`src/rtl/tlc_multi_phase.sv`:
```
// Multi-approach traffic-light controller: round-robin actuated green,
// yellow and all-red clearance, min/max green with gap-out, flashing yellow.
module tlc_multi_phase #(
    parameter int NPH       = 4,
    parameter int CW        = 8,
    parameter int GREEN_MIN = 4,
    parameter int GREEN_MAX = 10,
    parameter int YEL_T     = 2,
    parameter int ALLRED_T  = 1,
    localparam int PW = (NPH > 1) ? $clog2(NPH) : 1
) (
    input  logic               clk,
    input  logic               rst,
    input  logic               tick,
    input  logic [NPH-1:0]     req,
    input  logic               flash,
    output logic [2*NPH-1:0]   lights,
    output logic [PW-1:0]      phase,
    output logic [1:0]         state_o,
    output logic [NPH-1:0]     pend
);

    typedef enum logic [1:0] {
        S_ALLRED = 2'b00,
        S_GREEN  = 2'b01,
        S_YELLOW = 2'b10,
        S_FLASH  = 2'b11
    } state_t;

    localparam logic [CW:0] GMIN = (CW+1)'(GREEN_MIN);
    localparam logic [CW:0] GMAX = (CW+1)'(GREEN_MAX);
    localparam logic [CW:0] YT   = (CW+1)'(YEL_T);
    localparam logic [CW:0] ART  = (CW+1)'(ALLRED_T);

    state_t         state, state_nx;
    logic [PW-1:0]  phase_nx, nxt;
    logic [CW-1:0]  timer, timer_nx;
    logic [CW:0]    tcount;
    logic [NPH-1:0] pend_nx, cur, nonred;
    logic           blink, blink_nx;
    logic           other, req_cur;

    assign tcount = (CW+1)'(timer) + (CW+1)'(1);

    always_comb begin
        cur = '0;
        for (int i = 0; i < NPH; i++)
            cur[i] = (phase == PW'(i));
    end

    assign other   = (|(pend & ~cur)) | flash;
    assign req_cur = |(req & cur);

    // Later (smaller k) matches overwrite earlier ones: nearest pending wins.
    always_comb begin
        nxt = (int'(phase) == NPH - 1) ? '0 : phase + 1'b1;
        for (int k = NPH; k >= 1; k--)
            for (int i = 0; i < NPH; i++)
                if (pend[i] && ((int'(phase) + k) % NPH == i))
                    nxt = PW'(i);
    end

    always_comb begin
        state_nx = state;
        phase_nx = phase;
        blink_nx = blink;
        unique case (state)
            S_ALLRED: begin
                if (tick && tcount >= ART) begin
                    if (flash) begin
                        state_nx = S_FLASH;
                        blink_nx = 1'b1;
                    end else begin
                        state_nx = S_GREEN;
                        phase_nx = nxt;
                    end
                end
            end
            S_GREEN: begin
                if (tick && other &&
                    (tcount >= GMAX || (tcount >= GMIN && !req_cur)))
                    state_nx = S_YELLOW;
            end
            S_YELLOW: begin
                if (tick && tcount >= YT)
                    state_nx = S_ALLRED;
            end
            S_FLASH: begin
                // Leaving flash does not wait for the timebase.
                if (!flash) begin
                    state_nx = S_ALLRED;
                    blink_nx = 1'b0;
                end else if (tick) begin
                    blink_nx = ~blink;
                end
            end
        endcase
    end

    always_comb begin
        if (state_nx != state)
            timer_nx = '0;
        else if (tick && timer != '1)
            timer_nx = timer + 1'b1;
        else
            timer_nx = timer;
    end

    assign pend_nx = (pend | req) & ~((state == S_GREEN) ? cur : '0);

    always_ff @(posedge clk or posedge rst) begin
        if (rst) begin
            state <= S_ALLRED;
            phase <= PW'(NPH - 1);
            timer <= '0;
            pend  <= '0;
            blink <= 1'b0;
        end else begin
            state <= state_nx;
            phase <= phase_nx;
            timer <= timer_nx;
            pend  <= pend_nx;
            blink <= blink_nx;
        end
    end

    always_comb begin
        lights = '0;
        for (int i = 0; i < NPH; i++) begin
            if (state == S_FLASH)
                lights[2*i +: 2] = blink ? 2'b01 : 2'b00;
            else if (cur[i] && state == S_GREEN)
                lights[2*i +: 2] = 2'b10;
            else if (cur[i] && state == S_YELLOW)
                lights[2*i +: 2] = 2'b01;
        end
    end

    assign state_o = state;

    always_comb begin
        nonred = '0;
        for (int i = 0; i < NPH; i++)
            nonred[i] = |lights[2*i +: 2];
    end

    // Conflict and green-entry safety checks.
    a_one_lamp: assert property (@(posedge clk) disable iff (rst)
        (state != S_FLASH) |-> $onehot0(nonred));
    a_green_entry: assert property (@(posedge clk) disable iff (rst)
        (state == S_GREEN && $past(state) != S_GREEN)
            |-> $past(state) == S_ALLRED);

endmodule
```
`config.mk`:
```
export PLATFORM = sky130hd
export DESIGN_NAME = tlc_multi_phase
export DESIGN_NICKNAME = d
export VERILOG_FILES = /design/src/rtl/tlc_multi_phase.sv
export SDC_FILE = /design/constraint.sdc
export NUM_CORES = 1
export LEC_CHECK = 0
export CAP_MARGIN = 30
export CORE_UTILIZATION = 48
export CTS_CLUSTER_DIAMETER = 100
export DETAILED_ROUTE_END_ITERATION = 10
export MAX_ROUTING_LAYER = met4
export PLACE_DENSITY = 0.87
export REMOVE_ABC_BUFFERS = 1
export SYNTH_ARGS = -nofsm -noshare
export SYNTH_HDL_FRONTEND = slang
export SYNTH_SLANG_ARGS = --single-unit
```
`constraint.sdc`:
```
create_clock -name clk -period 2 [get_ports clk]
set_input_delay 0.2 -clock clk [delete_from_list [all_inputs] [get_ports clk]]
set_output_delay 0.2 -clock clk [all_outputs]
set_load 0.05 [all_outputs]
```
==> reports/results.txt, run 1 <==
The flow ran to the end, but the final reports show violations. The final reports fail on DRC, setup timing. By area the synthesized netlist is led by dfrtp_1, nor2_1, ha_1. The transition time at the pin with the least slew margin came out at 0.693 ns. The share of synthesized area in the top cell type comes to 26.1%. Leakage power total: 0.000965 uW. Counting the buffers created by CTS gives 3. The worst path setup slack after routing came out at -0.0997 ns. In this run, post-CTS hold repair placed 0 buffers. Entering global routing, the biggest net connects 18 pins. Of the available clock period, the critical path in the final layout requires 105%.

In this run the tightest slew margin relative to its limit is 53.8%. The number of global-route vias before repair was 1503. Counting flops and latches in the post-synthesis netlist gives 17.

The initial antenna violation count came out at 0. The critical-path cell with the highest stage delay was dfstp_2. The combined area of the multi-input logic cells is 0.00122 mm2. The number of standard-cell rows in the floorplan is 19.

Per report_power, the combinational group accounts for 78.1% of the total. The number of distinct standard cells referenced by the synthesized netlist came out at 47. The most crowded layer after global routing is met2. The worst path in the final design needs a cycle of 2.10 ns, including I/O delays and setup. The run gives -0.609 ns as the total negative slack for setup checks. The switching power share of the total is 51.4%, and the count of yosys warnings during synthesis is 0. Sorting the synthesized cells by how often they occur yields nor2_1, nand2_1, dfrtp_1, inv_1. The analysis attributes to net switching a power of 2270 uW. The run gives 0 as the final-report max-slew violation count. For the DRC violation count after routing, the log shows 8. The filler cells instantiated in the layout total 149.

The floorplan step defined a die boundary enclosing 0.00322 mm2. The class of the tightest hold or removal check is in -> async. From synthesis to final layout, the design area changed by 64.6%. For the final estimated routing congestion in global placement, the log shows 0.865. Setup violations remaining at the end of the flow were counted as 9. Of the total power, the clock network draws 4.5%.

The total standard cell area after synthesis was 0.00144 mm2; the number of max-cap violations was 0. The worst path arrival time is 2.34 ns. dfrtp_1 takes more of the synthesized area than any other cell. TritonCTS built the clock tree. In this run, synthesis inferred 0 flip-flops with an integrated enable. The first routing iteration left 174 violations. In the final design database the tool counted 245 nets. Dividing total power by cell area gives a power density of 1870 mW/mm2. Registers are responsible for 17.4% of the overall power. The routed length per instance came out at 18.8 um. The worst setup path is of the reg -> reg kind. Across every metal layer, demand over resource in global routing totals 26.6%. Port buffering added 23 buffers. For this design, the sink count on the clock tree is 17. The worst clock skew is 0.00428 ns. The tools report the gate count after technology mapping as 180. Commonest register cell after synthesis: dfrtp_1. Summing the sequential cell areas from Yosys gives 29.8% of the chip area. Instance area at placement: 0.00192 mm2. The remaining antenna violation count after routing was 0; the total buffers and inverters traversed by the critical path was 1.

In the synthesized netlist the async set-or-reset flop fraction comes to 100%. Prior to clock tree synthesis, the placed netlist has a worst setup slack of -0.128 ns. The wire-length estimate of the detail-placed layout is 2840 um. The run gives 1 as the H-tree level count. The worst setup path is launched from a register.

The tools report the area taken by flip-flops and latches as 433 um2. Setup repair after global routing could not meet its margin everywhere. Across all hold checks on the routed design, the worst slack comes to 0.298 ns. The number of iterations in the first detailed-routing pass is 10, and the number of vias per cell is 6.29. Walking the worst path, the cells encountered are buf_4 > ha_4 > nand2_1 > a222oi_1 > a221oi_1 > a221oi_1 > o21ai_1 > mux2_4. The internal power of the cells totals 2140 uW.

The final count of hold timing violations is 0, and the clock tree buffer depth is 2. After clock tree synthesis, the clock-pin slew on the worst setup and hold paths is 0.11 ns. The floorplan die height was 56.7 um; the total length of routed wires was 4890 um. After layout, the design draws a total of 4410 uW.

The tools report the maximum vdd drop as 0.936 mV. The run gives 51.2% as the starting utilization of the core area. The library cell appearing most often on the critical path is a221oi_1. Measured along the x axis, the die boundary spans 56.7 um. The root buffer cell was clkbuf_4.

The logs give 0.00236 mm2 for the total non-filler cell area in the finished layout and 0.00281 mm2 for the floorplan core area. STA puts the critical path data required time at 2.24 ns. Dividing the synthesized area by the synthesized cell count gives 7.98 um2. Detailed routing inserted a total of 1636 vias.

The tools report the clock latency at the later pin of the worst-skew pair as 0.30 ns. On the worst path, the slowest cell contributes a delay of 0.61 ns. Grouping stages by cell kind, the critical path spends the most delay in compound AO/OA/AOI/OAI gates. Global routing used 3.46% of the available met3 tracks.

Most instantiated library cell after synthesis: nor2_1. For this run the aggregate overflow at the end of global routing stands at 0. Global routing used 51.4% of the available met2 tracks.

Met1 global-route usage: 28.0%. The first global-routing pass estimated 6550 um of wire. The antenna diode count was 0; the highest clock rate was 476 MHz. Top fanout value on the critical path: 7. The worst setup path is captured at a register. The top-level port count is 24, and the share of cells above drive strength 1 is 44.1%.
logic make-up after synthesis:
| family | count (synthesis) | share of synthesized area, % |
|---|---|---|
| and+or+nand+nor | 76 | 24.9 |
| muxes | 4 | 2.87 |
| xor gates and xnor gates | 9 | 6.01 |
| AOI/OAI and AO/OA | 43 | 23.7 |
| buffers and inverters | 24 | 6.62 |
| adders and majority gates | 7 | 6.10 |
| DFF | 17 | 29.8 |
state kept, by name, summed over array words and instances (netlist names):
signal and cells:
timer 8, pend 4, phase 2, state_o 2
blink 1
cells in the final DEF (no fill, tap or decap), types with 3 or more instances in the layout:
cell             count
dfrtp_1             11
buf_6                7
buf_12               9
nand2b_1             3
buf_4               23
xor2_1               3
ha_4                 6
a221oi_1             3
xnor2_1              3
a21oi_2              3
inv_2                3
clkbuf_4             3
nor3_2               3
o21ai_0              6
dfrtp_2              4
nor2_2               5
nand2_1             20
nor2_1              19
nor3_1               4
clkdlybuf4s50_1     15
a22oi_1              3
nor2_4               4
a21oi_1              3
nand3_1              5
inv_1                9
cell type report:
class,instances,share of cell area [%]
Timing Repair Buffer,54,24.6
Inverter,15,2.65
Multi-Input combinational cell,139,51.6
Tap cell,31,1.64
Clock buffer,3,0.952
Clock inverter,1,0.212
Sequential cell,17,18.3
metal layers:
metal  part of all wire (%)  wire (um)  vias to the layer above
li1                       -          -                      725
met4                    2.8        137                        0
met5                      0          0                        -
met3                    5.4        266                       19
met1                     38       1870                      804
met2                     54       2620                       88
path summary, 6_finish.rpt:
check	cells past startpoint	from	end	slack, ns
max in group asynchronous	2	rst	timer[7]	1.22
setup / recovery	8	phase[0]	phase[1]	-0.1
min in group clk	3	req[2]	pend[2]	0.47
hold reg to reg	2	blink	blink	0.62
hold / removal	2	rst	timer[1]	0.30
setup reg to reg	8	phase[0]	phase[1]	-0.1
power by group through the flow:
stage | sequential (uW) | combinational (uW) | clock [uW]
4_1_cts | 698 | 2660 | 197
6_report | 767 | 3450 | 197
2_1_floorplan | 963 | 1240 | 0
5_1_grt | 780 | 3610 | 214
3_3_place_gp | 689 | 2430 | 0
3_5_place_dp | 700 | 2480 | 0
repair_timing:
action,4_1_cts,5_1_grt
setup endpoints to repair,17,17
buffers inserted,3,7
hold endpoints to repair,0,0
gates resized for setup,14,57
pin swaps,6,18
stage by stage:
| step | utilization, % | std cells |
|---|---|---|
| finish | 84.3 | 260 |
| global route | 84.3 | 260 |
| CTS | 72.6 | 255 |
| detailed placement | 68.4 | 248 |
| global placement | 68.4 | 248 |
| floorplan | - | 171 |
No activity file was read; power rests on OpenSTA's default activity.
==> run 2, diff against run 1 <==
Settings changed: PLACE_DENSITY 0.87 to 0.76.
==> reports/results.txt, run 2 (synthesis results as in run 1) <==
The number of vias per cell was 6.35; the internal reg-to-reg setup slack was -0.12 ns. The critical-path cell with the highest stage delay is a2111oi_4. The total area inside the core boundary comes to 0.00281 mm2.

The tools report the final-report max-slew violation count as 0. The area growth from synthesis to layout is 57.5%, and the number of global-route vias before repair is 1541. CTS placed an instance of clkbuf_4 at the clock tree root. The final route contains 1657 vias. The final count of hold timing violations is 0. The worst register-to-register path ends at timer[2]. In the routed design, unresolved DRC markers number 5.

Counting cells, the worst reg-to-reg path comes to 8. TritonCTS built the clock tree. The routed length per instance came out at 19.1 um. For the number of iterations in the first detailed-routing pass, the log shows 8. Ratio of total power to cell area: 1780 mW/mm2.

The final worst-path cycle share came out at 106%. Setup violations remaining at the end of the flow were counted as 12. For the starting utilization of the core area, the log shows 51.2%.

The instance area at placement is 0.00187 mm2. Routability-driven placement finished with a final weighted congestion of 0.886. The critical path starts at timer[1]. The flow ran to the end, but the final reports show violations. Leading cell type in the layout, fill and taps excluded: buf_4.

The run gives 19 as the number of standard-cell rows in the floorplan. Setup repair after global routing could not meet its margin everywhere. For this block, the initial DRC count from the detailed router was 144. The tool flagged a number of max-cap violations equal to 0.

Summed over all cells, the static leakage comes to 0.000979 uW. Across every metal layer, demand over resource in global routing totals 29.4%. Data arrives at the worst endpoint at 2.35 ns. The detail route stage leaves a number of antenna-violating nets equal to 0. The minimum clock period was 2.12 ns; the maximum vdd drop was 0.982 mV. Counting every sink on the clock net gives 17. For the initial antenna violation count, the log shows 0. The critical path's largest stage delay was 0.44 ns. For the final database, setup skew stands at 0.00904 ns. Buffers inserted to repair hold after CTS numbered 0. timer holds more flip-flops than any other register. Total buffers and inverters traversed by the critical path: 2. The wire-length estimate of the detail-placed layout is 2680 um. Of the cells placed in the final design, the portion with a size suffix greater than 1 is 39.6%. The clock transition time at the flip-flop clock pins of the worst setup and hold paths was 0.11 ns; the worst path setup slack after routing was -0.120 ns. At the pin with the least slew margin, the transition time is 0.688 ns. The library cells used most frequently in the layout, excluding fill and tap cells, are buf_4, nor2_1, nand2_1.

The first global-routing pass estimated 7100 um of wire. The worst setup path is captured at a register. The cell family with the largest share of critical-path delay was compound AO/OA/AOI/OAI gates. Measured along the y axis, the die boundary spans 56.7 um.

TritonCTS created 3 clock buffers. The final reports fail on DRC, setup timing. The total non-filler cell area in the finished layout is 0.00226 mm2, and the highest clock rate is 472 MHz.

The logs give 165 for the number of inserted filler cells in the final layout and 2.23 ns for the data required time of the critical path. H-tree level count: 1. The number of flip-flops under the largest register name was 8. The tools report the capturing element of the worst setup path as timer[2]. The type of the setup path with the least slack was reg -> reg. The critical path goes through ha_2 > buf_6 > buf_4 > nor3_1 > a31oi_1 > a2111oi_4 > o21ai_4 > nor2_1.

In the final layout, the registers with the most flip-flops are timer x8, pend x4. At the later pin of the worst-skew pair, clock insertion delay measures 0.31 ns. The final layout contains 246 nets. In this run the tool buffered the top-level ports with 23 buffer cells.

The longest clock path from root to sink contains 2 buffers. 24 I/O pins were placed. The die covers 0.00322 mm2. The pin count of the biggest net entering global routing was 18; the horizontal extent of the die was 56.7 um.

The repair_antennas step left the layout with diodes totalling 0. Wires add up to 4980 um. The worst setup path is launched from a register.

The critical path runs through a total of 8 cells. The worst register-to-register path begins at timer[1]. The tools report the total negative slack for setup checks as -0.913 ns. The min-delay analysis places its worst path in the category in -> async. For the total global routing overflow, the log shows 0. The top fanout value on the critical path works out to 8. The run gives 54.1% as the relative max-transition margin.
## run 2: cell count changes in the layout (fill, tap and decap cells not counted), moves of 3 or more
cell	change
buf_4	+6
buf_6	-3
clkdlybuf4s50_1	-4
dfrtp_1	+3
dfrtp_2	-3
ha_2	+5
ha_4	-5
inv_1	+3
nor2_1	+4
nor2_4	-3
## run 2: how the worst min path moves through the flow
stage,end,cells past startpoint,from
finish,state_o[1],2,rst
CTS,timer[4],2,rst
global route,blink,2,rst
global placement,blink,2,blink
detailed placement,timer[5],2,timer[5]
floorplan,blink,1,rst
## run 2: area by class of cell
class                           instances  area (um2)  area share, %
Multi-Input combinational cell        139        1140           50.3
Timing Repair Buffer                   55         567           25.1
Sequential cell                        17         429           19.0
Inverter                               15        63.8           2.82
Tap cell                               31        38.8           1.71
Clock buffer                            4        26.3           1.16
## run 2: timing repair
action,in CTS,in global routing
gates cloned,0,0
pin swaps,19,15
setup endpoints to repair,16,18
setup buffers,8,8
resized for setup,25,26
## run 2: where the power goes
group	internal [uW]	total [uW]	switching, uW	leakage, uW
logic	1330	3050	1720	0.000763
clock network	77.8	200	122	0.0000150
registers	486	776	290	0.000201
total	1900	4030	2130	0.000979
## run 2: through the flow
stage / cells / utilization [%] / hold slack [ns] / worst slack [ns] / total power [uW]
after floorplan: 171 / - / 0.125 / -0.560 / 2200
after global placement: 242 / 66.8 / 0.551 / -0.0187 / 3030
after detailed placement: 242 / 66.8 / 0.576 / -0.135 / 3110
after CTS: 253 / 73.9 / 0.305 / -0.0394 / 3510
after global routing: 261 / 80.6 / 0.365 / -0.196 / 4250
final: 261 / 80.6 / 0.329 / -0.120 / 4030
## run 2: per-layer routing
layer	vias to the layer above	global-route usage, %	part of all wire, %
li1	730	-	-
met1	810	33.4	37
met2	92	51.5	52
met3	25	3.23	6.1
met4	0	13.9	4.6
met5	-	-	0
